<file path="config.mk">
export PLATFORM = sky130hd
export DESIGN_NAME = spi_master_ctrl_flat
export DESIGN_NICKNAME = d
export VERILOG_FILES = /design/src/rtl/spi_pkg.sv /design/src/rtl/spi_master_ctrl_if.sv /design/src/rtl/spi_sclk_gen.sv /design/src/rtl/spi_master_ctrl.sv /design/src/flat_wrapper.sv
export SDC_FILE = /design/constraint.sdc
export NUM_CORES = 1
export LEC_CHECK = 0
export CELL_PAD_IN_SITES_DETAIL_PLACEMENT = 1
export CELL_PAD_IN_SITES_GLOBAL_PLACEMENT = 1
export CORE_ASPECT_RATIO = 2
export CORE_MARGIN = 8
export CORE_UTILIZATION = 25
export CTS_CLUSTER_DIAMETER = 80
export CTS_CLUSTER_SIZE = 16
export DETAILED_ROUTE_END_ITERATION = 16
export GPL_TIMING_DRIVEN = 0
export PLACE_DENSITY_LB_ADDON = 0.1
export SLEW_MARGIN = 15
export SYNTH_ARGS = -nofsm -noshare
export SYNTH_HDL_FRONTEND = slang
export SYNTH_HIERARCHICAL = 1
export SYNTH_SLANG_ARGS = --single-unit
</file>
<file path="constraint.sdc">
create_clock -name clk -period 2.95 [get_ports clk]
set_input_delay 0.295 -clock clk [delete_from_list [all_inputs] [get_ports clk]]
set_output_delay 0.295 -clock clk [all_outputs]
set_load 0.005 [all_outputs]
</file>
<file path="src/rtl/spi_pkg.sv">
// Shared definitions for the SPI master controller.
// Command codes, frame sizes and FSM states.
package spi_pkg;

    localparam logic [1:0] CMD_WR_ADDR = 2'b00;
    localparam logic [1:0] CMD_WR_DATA = 2'b01;
    localparam logic [1:0] CMD_RD_ADDR = 2'b10;
    localparam logic [1:0] CMD_RD_DATA = 2'b11;

    localparam int FRAME_BITS = 11;
    localparam int RD_BITS    = 8;

    typedef enum logic [2:0] {
        IDLE,
        SETUP,
        SHIFT_TX,
        TURN,
        SHIFT_RX,
        HOLD,
        GAP
    } state_t;

endpackage

</file>
<file path="src/rtl/spi_master_ctrl_if.sv">
// Requester-side bus of the SPI master controller.
// master: the requester; slave: the controller.
interface spi_master_ctrl_if;

    logic       start;
    logic [1:0] cmd;
    logic [7:0] payload;
    logic       busy;
    logic       done;
    logic [7:0] rd_data;

    modport master (
        output start, cmd, payload,
        input  busy, done, rd_data
    );

    modport slave (
        input  start, cmd, payload,
        output busy, done, rd_data
    );

endinterface

</file>
<file path="src/rtl/spi_sclk_gen.sv">
// SPI clock divider: half-period ticks, sclk and edge strobes.
// t_end marks the last clk of each full sclk period.
module spi_sclk_gen #(
    parameter int CLK_DIV = 1
) (
    input  logic clk,
    input  logic rst,
    input  logic en,
    input  logic tog_en,
    output logic sclk,
    output logic rise_en,
    output logic fall_en,
    output logic t_end
);

    localparam int W = (CLK_DIV > 1) ? $clog2(CLK_DIV) : 1;

    logic [W-1:0] cnt;
    logic         half;
    logic         tick;

    assign tick    = en && (cnt == W'(CLK_DIV - 1));
    assign rise_en = tick && tog_en && !sclk;
    assign fall_en = tick && tog_en && sclk;
    assign t_end   = tick && half;

    // Divider count, half-period phase and the toggling sclk.
    always_ff @(posedge clk or posedge rst) begin
        if (rst) begin
            cnt  <= '0;
            half <= 1'b0;
            sclk <= 1'b0;
        end else if (!en) begin
            cnt  <= '0;
            half <= 1'b0;
            sclk <= 1'b0;
        end else begin
            if (tick) begin
                cnt  <= '0;
                half <= ~half;
            end else begin
                cnt <= cnt + 1'b1;
            end
            if (!tog_en)
                sclk <= 1'b0;
            else if (tick)
                sclk <= ~sclk;
        end
    end

endmodule

</file>
<file path="src/rtl/spi_master_ctrl.sv">
// SPI mode-0 master for the 11-bit command frame.
// Optional 8-bit read-back after a turnaround gap.
module spi_master_ctrl
    import spi_pkg::*;
#(
    parameter int CLK_DIV       = 1,
    parameter int RD_TURNAROUND = 2
) (
    input  logic                clk,
    input  logic                rst,
    spi_master_ctrl_if.slave    req,
    output logic                sclk,
    output logic                ss_n,
    output logic                mosi,
    input  logic                miso
);

    localparam logic [3:0] FB = 4'(FRAME_BITS);
    localparam logic [3:0] RB = 4'(RD_BITS);
    localparam logic [3:0] TA = 4'(RD_TURNAROUND);

    state_t      state, state_nx;
    logic [10:0] sr;
    logic [3:0]  bit_cnt;
    logic [7:0]  rd_shift;
    logic [7:0]  rd_q;
    logic        is_rd;
    logic        tog_en;
    logic        rise_en;
    logic        fall_en;
    logic        t_end;
    logic        done_c;

    assign tog_en = (state == SHIFT_TX) || (state == TURN) ||
                    (state == SHIFT_RX);

    spi_sclk_gen #(
        .CLK_DIV (CLK_DIV)
    ) u_sclk_gen (
        .clk     (clk),
        .rst     (rst),
        .en      (state != IDLE),
        .tog_en  (tog_en),
        .sclk    (sclk),
        .rise_en (rise_en),
        .fall_en (fall_en),
        .t_end   (t_end)
    );

    assign req.busy    = (state != IDLE);
    assign req.done    = done_c;
    assign req.rd_data = rd_q;

    // State register.
    always_ff @(posedge clk or posedge rst) begin
        if (rst)
            state <= IDLE;
        else
            state <= state_nx;
    end

    // Next state, pin levels and the completion strobe.
    always_comb begin
        state_nx = state;
        done_c   = 1'b0;
        ss_n     = 1'b1;
        mosi     = 1'b0;
        unique case (state)
            IDLE: begin
                if (req.start)
                    state_nx = SETUP;
            end
            SETUP: begin
                ss_n = 1'b0;
                mosi = sr[10];
                if (t_end)
                    state_nx = SHIFT_TX;
            end
            SHIFT_TX: begin
                ss_n = 1'b0;
                mosi = sr[10];
                if (fall_en && bit_cnt == FB) begin
                    if (!is_rd)
                        state_nx = HOLD;
                    else if (TA == 4'd0)
                        state_nx = SHIFT_RX;
                    else
                        state_nx = TURN;
                end
            end
            TURN: begin
                ss_n = 1'b0;
                if (fall_en && bit_cnt == TA - 4'd1)
                    state_nx = SHIFT_RX;
            end
            SHIFT_RX: begin
                ss_n = 1'b0;
                if (fall_en && bit_cnt == RB)
                    state_nx = HOLD;
            end
            HOLD: begin
                ss_n = 1'b0;
                if (t_end)
                    state_nx = GAP;
            end
            GAP: begin
                if (t_end) begin
                    done_c   = 1'b1;
                    state_nx = IDLE;
                end
            end
            default: state_nx = IDLE;
        endcase
    end

    // Frame latch and shift, edge counting and read-back capture.
    always_ff @(posedge clk or posedge rst) begin
        if (rst) begin
            sr       <= '0;
            bit_cnt  <= '0;
            rd_shift <= '0;
            rd_q     <= '0;
            is_rd    <= 1'b0;
        end else begin
            if (state == IDLE && req.start) begin
                sr    <= {req.cmd[1], req.cmd, req.payload};
                is_rd <= (req.cmd == CMD_RD_DATA);
            end
            if (state != state_nx)
                bit_cnt <= '0;
            else if ((state == SHIFT_TX || state == SHIFT_RX) && rise_en)
                bit_cnt <= bit_cnt + 4'd1;
            else if (state == TURN && fall_en)
                bit_cnt <= bit_cnt + 4'd1;
            if (state == SHIFT_TX && fall_en)
                sr <= {sr[9:0], 1'b0};
            if (state == SHIFT_RX && rise_en)
                rd_shift <= {rd_shift[6:0], miso};
            if (state == SHIFT_RX && fall_en && bit_cnt == RB)
                rd_q <= rd_shift;
        end
    end

endmodule

</file>
<file path="src/flat_wrapper.sv">
// flat-port wrapper written by rule: the top's interface ports become plain ports
module spi_master_ctrl_flat import spi_pkg::*;
#(
    parameter int CLK_DIV       = 1,
    parameter int RD_TURNAROUND = 2
)
  (clk, rst, sclk, ss_n, mosi, miso, req_start, req_cmd, req_payload, req_busy, req_done, req_rd_data);
  spi_master_ctrl_if req_i ();
  input  logic clk;
  input  logic rst;
  output logic sclk;
  output logic ss_n;
  output logic mosi;
  input  logic miso;
  input wire logic [$bits(req_i.start)-1:0] req_start;
  input wire logic [$bits(req_i.cmd)-1:0] req_cmd;
  input wire logic [$bits(req_i.payload)-1:0] req_payload;
  output wire logic [$bits(req_i.busy)-1:0] req_busy;
  output wire logic [$bits(req_i.done)-1:0] req_done;
  output wire logic [$bits(req_i.rd_data)-1:0] req_rd_data;
  assign req_i.start = req_start;
  assign req_i.cmd = req_cmd;
  assign req_i.payload = req_payload;
  assign req_busy = req_i.busy;
  assign req_done = req_i.done;
  assign req_rd_data = req_i.rd_data;
  spi_master_ctrl #(.CLK_DIV(CLK_DIV), .RD_TURNAROUND(RD_TURNAROUND)) u_core (.clk(clk), .rst(rst), .req(req_i), .sclk(sclk), .ss_n(ss_n), .mosi(mosi), .miso(miso));
endmodule
</file>
Yosys cells after proc, flatten, opt, wreduce, memory -nomap -nowiden
Cells that the tools add are included.
Widths: inputs -> output; s select.
{ "totals": {"inputBits": 14, "out_inout_bits": 13, "reg_bits": 38} }
{ "classes": {"addsub": 2, "n_reduce_logical": 25, "n_bitwise": 3, "n_eq_ne": 13, "muxes": 25} }
{ "ops": {"columns": ["operator", "n"], "rows": [
  ["$mux 3", 8],
  ["$mux 11", 2],
  ["$pmux 3 s7", 1],
  ["$logic_and 1x1->1", 15],
  ["$mux 4", 3],
  ["$mux 1", 11],
  ["$eq 3x3->1 const B", 3],
  ["$eq 4x4->1 const B", 2],
  ["$eq 3x2->1 const B", 2],
  ["$reduce_bool 3->1", 2],
  ["$reduce_or 5->1", 1],
  ["$add 4x1->4 const B", 1],
  ["$eq 4x1->1 const B", 1],
  ["$eq 3x1->1 const B", 1],
  ["$logic_not 3->1", 1],
  ["$logic_or 1x1->1", 3],
  ["$ne 3x2->1 const B", 1],
  ["$ne 3x3->1", 1],
  ["$not 1->1", 3],
  ["$eq 2x2->1 const B", 1],
  ["$ne 2x1->1 const B", 1],
  ["$reduce_bool 2->1", 1],
  ["$reduce_or 2->1", 1],
  ["$add 1x1->1 const B", 1],
  ["$logic_not 1->1", 1]
]} }

Longest topological paths before layout
{ "logic_depth": {"word_depth": 10, "mapped_depth": 10, "mapped_depth_nobuf": 9} }

Modules after synthesis
Netlist, hierarchy kept.
{ "modules_own_cells": {"columns": ["module", "seq_area_each_um2", "area_each_um2", "instances", "cells_per_inst"], "rows": [
  ["spi_master_ctrl", 875.8, 1756.7, 1, 157],
  ["spi_sclk_gen", 75.1, 133.9, 1, 14]
]} }

Least setup slack after synthesis
No wires, ideal clock.
{ "synth_path": {"path_type": "reg2reg", "start": "reg u_core.state[1]", "end": "reg u_core.rd_q[0] (netlist: u_core/req.rd_data[0])", "slack_ps": 610, "stages_incl_launch_ff": 11, "n_path_buf": 2, "required_ps": 2823, "t_arrival_ps": 2212, "setup_time_ps": 127, "cell_sequence": "dfrtp_1 buf_2 nor2b_1 inv_1 o21ai_0 nand2_1 nor3b_1 nor4bb_1 and2_1 buf_4 mux2_1"} }
{ "synth_via": {"elab_chain_len": 7, "elab_cells_between_ends": 11, "classes_between": "3 x eq/ne; 8 x reduce/logical"} }
{ "synth_rtl": {"columns": ["element", "line", "source"], "rows": [
  ["start, declared", "spi_master_ctrl.sv:22", "state_t state, state_nx;"],
  ["start signal, assigned", "spi_master_ctrl.sv:59", "state <= state_nx;"],
  ["$eq 3x2->1", "spi_master_ctrl.sv:34", "assign tog_en = (state == SHIFT_TX) || (state == TURN) ||"],
  ["$logic_or 1x1->1", "spi_master_ctrl.sv:34", null],
  ["$logic_or 1x1->1 *", "spi_master_ctrl.sv:34", null],
  ["via u_core.tog_en", "spi_master_ctrl.sv:28", "logic tog_en;"],
  ["$logic_and 1x1->1 * (2 in series)", "spi_sclk_gen.sv:24", "assign fall_en = tick && tog_en && sclk;"],
  ["via u_core.fall_en", "spi_master_ctrl.sv:30", "logic fall_en;"],
  ["$logic_and 1x1->1 * (2 in series)", "spi_master_ctrl.sv:139", "if (state == SHIFT_RX && fall_en && bit_cnt == RB)"],
  ["end signal, assigned", "spi_master_ctrl.sv:140", "rd_q <= rd_shift;"],
  ["end, declared", "spi_master_ctrl.sv:26", "logic [7:0] rd_q;"]
]} }
Mark *: on every way through the listed nets, which the timed path passes. The rest lies on a longest branch.
A chain may end at the register's enable or synchronous reset.

Worst setup path in the final report
{ "layout_path": {"start": "reg u_core.state[1]", "end": "out req_done"} }
{ "layout_via": {"elab_chain_len": 5, "elab_cells_between_ends": 6, "classes_between": "1 x eq/ne; 2 x mux; 3 x reduce/logical"} }
{ "layout_rtl": {"columns": ["element", "line", "source"], "rows": [
  ["$reduce_bool 3->1", "spi_master_ctrl.sv:42", ".en (state != IDLE),"],
  ["$logic_and 1x1->1", "spi_sclk_gen.sv:22", "assign tick = en && (cnt == W'(CLK_DIV - 1));"],
  ["$logic_and 1x1->1", "spi_sclk_gen.sv:25", "assign t_end = tick && half;"],
  ["via u_core.t_end", "spi_master_ctrl.sv:31", "logic t_end;"],
  ["$mux 1", "spi_master_ctrl.sv:107", "if (t_end) begin"],
  ["$mux 1", "spi_master_ctrl.sv:68", "unique case (state)"],
  ["end, declared", "flat_wrapper.sv:19", "output wire logic [$bits(req_i.done)-1:0] req_done;"]
]} }
The timed path passes the listed nets, and every way through them passes these cells.

==> run summary <==
The via count of the first global-routing pass came to 1520. The number of max-slew violations in the final report is 0. The largest net degree at the start of global routing is 30. Summing internal, switching and leakage power gives 2.08 mW. Yosys attributes the largest share of cell area to dfrtp_1, mux2_4, mux2i_1, mux2_1, nand2_1. The insertion delay of the later-clocked pin in the worst-skew pair is 0.28 ns.

The number of antenna violations at the first check in global routing came out at 0. The core region is 0.00749 mm^2. The proportion of layout cells with a drive suffix above 1 came out at 15.0%. At the pin with the least slew margin, the transition time is 0.616 ns. The arrival time at the worst endpoint is 2.41 ns.

The setup total negative slack is 0 ns. The final clock skew came out at 0.00326 ns. After detailed routing, the average wire length per cell comes to 14.5 um.

Summed over all instances, the cell type with the most area after synthesis is dfrtp_1. Relative to the synthesized area, the layout overhead comes to 32.4%. By startpoint and endpoint, the worst setup path is classified as register to output pin.

The share of the synthesized area in the top cell type came out at 50.3%. The total via count in the routed design is 1341. The die is 77.5 um wide. The non-filler instance count after layout came out at 300. The pre-antenna-repair detailed-routing pass consisted of 4 iterations. For this design, the sink count on the clock tree is 38. The number of nets in the finished design is 222.

The floorplan step defined a die boundary enclosing 0.0108 mm^2. The number of buffers on the longest clock path is 2. The class of the most critical hold timing path is input pin to async pin. The flow ran to the end, and the final reports show no timing, DRC or antenna violations. In this run the vertical extent of the chip is 139 um. The shortest clock period the worst path allows after layout is 2.71 ns. The final routed DRC violation total came out at 0. The number of setup violations in the final report came out at 0.

In this run the static leakage power is 1.07 nW. The end of the worst register-to-register path is u_core/req.rd_data[0]. The post-detailed-route count of antenna-violating nets is 0. The synthesized design contains 38 register bits. The weighted congestion at the end of routability-driven global placement is 0.730. The post-route worst hold slack came out at 0.230 ns. The biggest fanout along the worst timing path is 10. In the finished design, the share of the clock period the worst path needs comes to 91.8%.

For this run, the top clock speed supported by timing is 369 MHz. The per-cell via count in the routed design is 4.47. The count of port buffers added during placement is 26. The mean area per synthesized cell came out at 11.1 um^2. Among all flip-flop cells after synthesis, the most frequent one is dfrtp_1. STA classifies the critical path endpoint as an output pin.

The remaining max-slew budget at the tightest pin is 58.9%. The sequential share of the synthesized area is 50.3%. The total track usage is 8.84%. The count of routing violations after the opening detailed-route iteration is 76.

The number of cells on the worst reg-to-reg path is 10. STA classifies the critical path startpoint as a register. The site row count came out at 45.

The net count after synthesis is 188. The H-tree level count came out at 2. Across the run, the number of max-cap violations was 0. The post-synthesis cell type count came out at 39. The number of antenna diodes in the final layout is 0. Pin placement for this block handled 27 I/O pins.

Detailed placement ended at an HPWL of 3250 um. The post-route core utilization is 33.4%. The worst supply voltage drop on vdd is 0.285 mV. Counting flops with a built-in enable in the synthesized netlist gives 0. The number of setup buffers added after CTS is 0. The total overflow left after global routing is 0. The total wirelength of the detailed-routed design came out at 4360 um. The required time of the worst setup path is 2.65 ns.

The share of synthesized registers carrying an async set or reset came out at 100%. The cell count after synthesis came out at 171. Once placement completed, the tool counted placed cells totaling 292. The initial standard-cell utilization of the core is 25.2%.

The post-synth design cell area came out at 0.00189 mm^2. The root buffer cell chosen for the clock tree is clkbuf_16. The first global-routing pass estimated 7640 um of wire. The clock-pin transition on the worst setup and hold timing paths came out at 0.06 ns.

Clock tree synthesis inserted a total of 5 buffers. The worst reg-to-reg setup slack is 0.30 ns. The worst register-to-register path begins at u_core/state[1]. Yosys printed 6 warnings. Setup repair after global routing left no endpoint under its margin.

The power density over the cells came out at 832 mW/mm^2. TritonCTS built the clock tree. The final hold violation count is 0.
==> cell type report <==
cell class              instances  area, um^2
well taps                      94         118
fillers                       839        4990
plain buffers                   8        50.0
repair buffers                 27         280
flip-flops and latches         38         951
inverters                       8        30.0
clock buffers                   5         125
multi-input cells             117         880
clock inverters                 3        68.8
==> through the flow <==
step,instance area [um^2],setup slack (ns)
after floorplan,1890,0.610
after global placement,2270,-0.0868
after detailed placement,2290,-0.0618
after CTS,2490,0.0838
after global routing,2500,0.0579
final,2500,0.242
==> placed cells by master, fill, tap and decap left out, types with 2 or more instances in the layout <==
| cell type | count |
|---|---|
| dfrtp_1 | 38 |
| clkdlybuf4s50_1 | 26 |
| nand2_1 | 21 |
| mux2i_1 | 10 |
| o21ai_1 | 9 |
| mux2_1 | 8 |
| mux2_4 | 8 |
| o21ai_0 | 7 |
| inv_1 | 7 |
| clkbuf_16 | 5 |
| a21oi_1 | 5 |
| buf_2 | 4 |
| nor3_1 | 4 |
| nor2_1 | 4 |
| and2_1 | 3 |
| nand3_1 | 3 |
| nor2b_1 | 3 |
| xnor2_1 | 3 |
| ha_1 | 3 |
| bufinv_16 | 2 |
| nor3b_1 | 2 |
| buf_4 | 2 |
| and3b_1 | 2 |
| xor2_1 | 2 |
| or3_1 | 2 |
| o22ai_1 | 2 |
==> state kept, by name, indices dropped and copies added, names as in the netlist <==
signal	count
u_core/u_sclk_gen/sclk	1
u_core/rd_shift	8
u_core/req.rd_data	8
u_core/is_rd	1
u_core/state	3
u_core/u_sclk_gen/cnt	1
u_core/u_sclk_gen/half	1
u_core/bit_cnt	4
u_core/sr	11
==> critical path, stage by stage, from the launching register on <==
cell and delay, ns:
dfrtp_1 0.50, buf_2 0.31, nor3_1 0.10, inv_1 0.16, nand2_1 0.08, nor2_1 0.14, inv_1 0.11, nor3_1 0.19
clkdlybuf4s50_1 0.54
==> cells in the mapped netlist (2+ instances only) <==
cell / n
buf_2: 4
nor3_1: 4
a21oi_1: 5
o21ai_1: 9
o21ai_0: 7
and2_1: 3
o22ai_1: 2
mux2i_1: 10
and3b_1: 2
ha_1: 3
or3_1: 2
buf_4: 2
nor3b_1: 3
nor2b_1: 3
dfrtp_1: 38
nor4bb_1: 2
nand3_1: 3
nand2_1: 21
mux2_4: 8
xor2_1: 2
mux2_1: 8
inv_1: 8
nor2_1: 4
xnor2_1: 3
==> kinds of logic after synthesis <==
group                      after synthesis  synth area share (%)
muxes                                   26                  16.4
xor gates and xnor gates                 5                  2.32
and+or+nand+nor                         53                  15.8
DFF                                     38                  50.3
AOI/OAI and AO/OA                       29                  8.74
buffers and inverters                   16                  4.24
adders and majority gates                3                  1.99
other                                    1                 0.198
==> where the power goes <==
part	switching, mW	total [mW]	internal (mW)
logic	0.334	0.636	0.302
registers	0.0939	0.738	0.644
clock network	0.221	0.707	0.486
total	0.649	2.08	1.43
==> metal layers <==
layer | track usage (%) | share of wire, % | vias up
li1 | - | - | 660
met1 | 10.9 | 48 | 649
met2 | 13.6 | 48 | 25
met3 | 2.60 | 3.3 | 7
met4 | 4.21 | 1.6 | 0
met5 | 0 | 0 | -
==> worst max-delay path by stage <==
stage                          from                     to  slack [ns]  cells after the start
CTS                 u_core/state[1]      u_core/bit_cnt[0]        0.08                      9
finish              u_core/state[1]               req_done        0.24                      8
floorplan           u_core/state[1]  u_core/req.rd_data[0]        0.61                     10
global placement    u_core/state[1]      u_core/bit_cnt[1]       -0.09                     10
global route        u_core/state[1]               req_done        0.06                      8
detailed placement  u_core/state[1]      u_core/bit_cnt[0]       -0.06                      9
==> what timing repair did <==
item | in CTS | in global routing
hold buffers | 0 | 0
resized for setup | 1 | 2
setup endpoints to repair | 4 | 22
(Power assumes the default switching activity.)
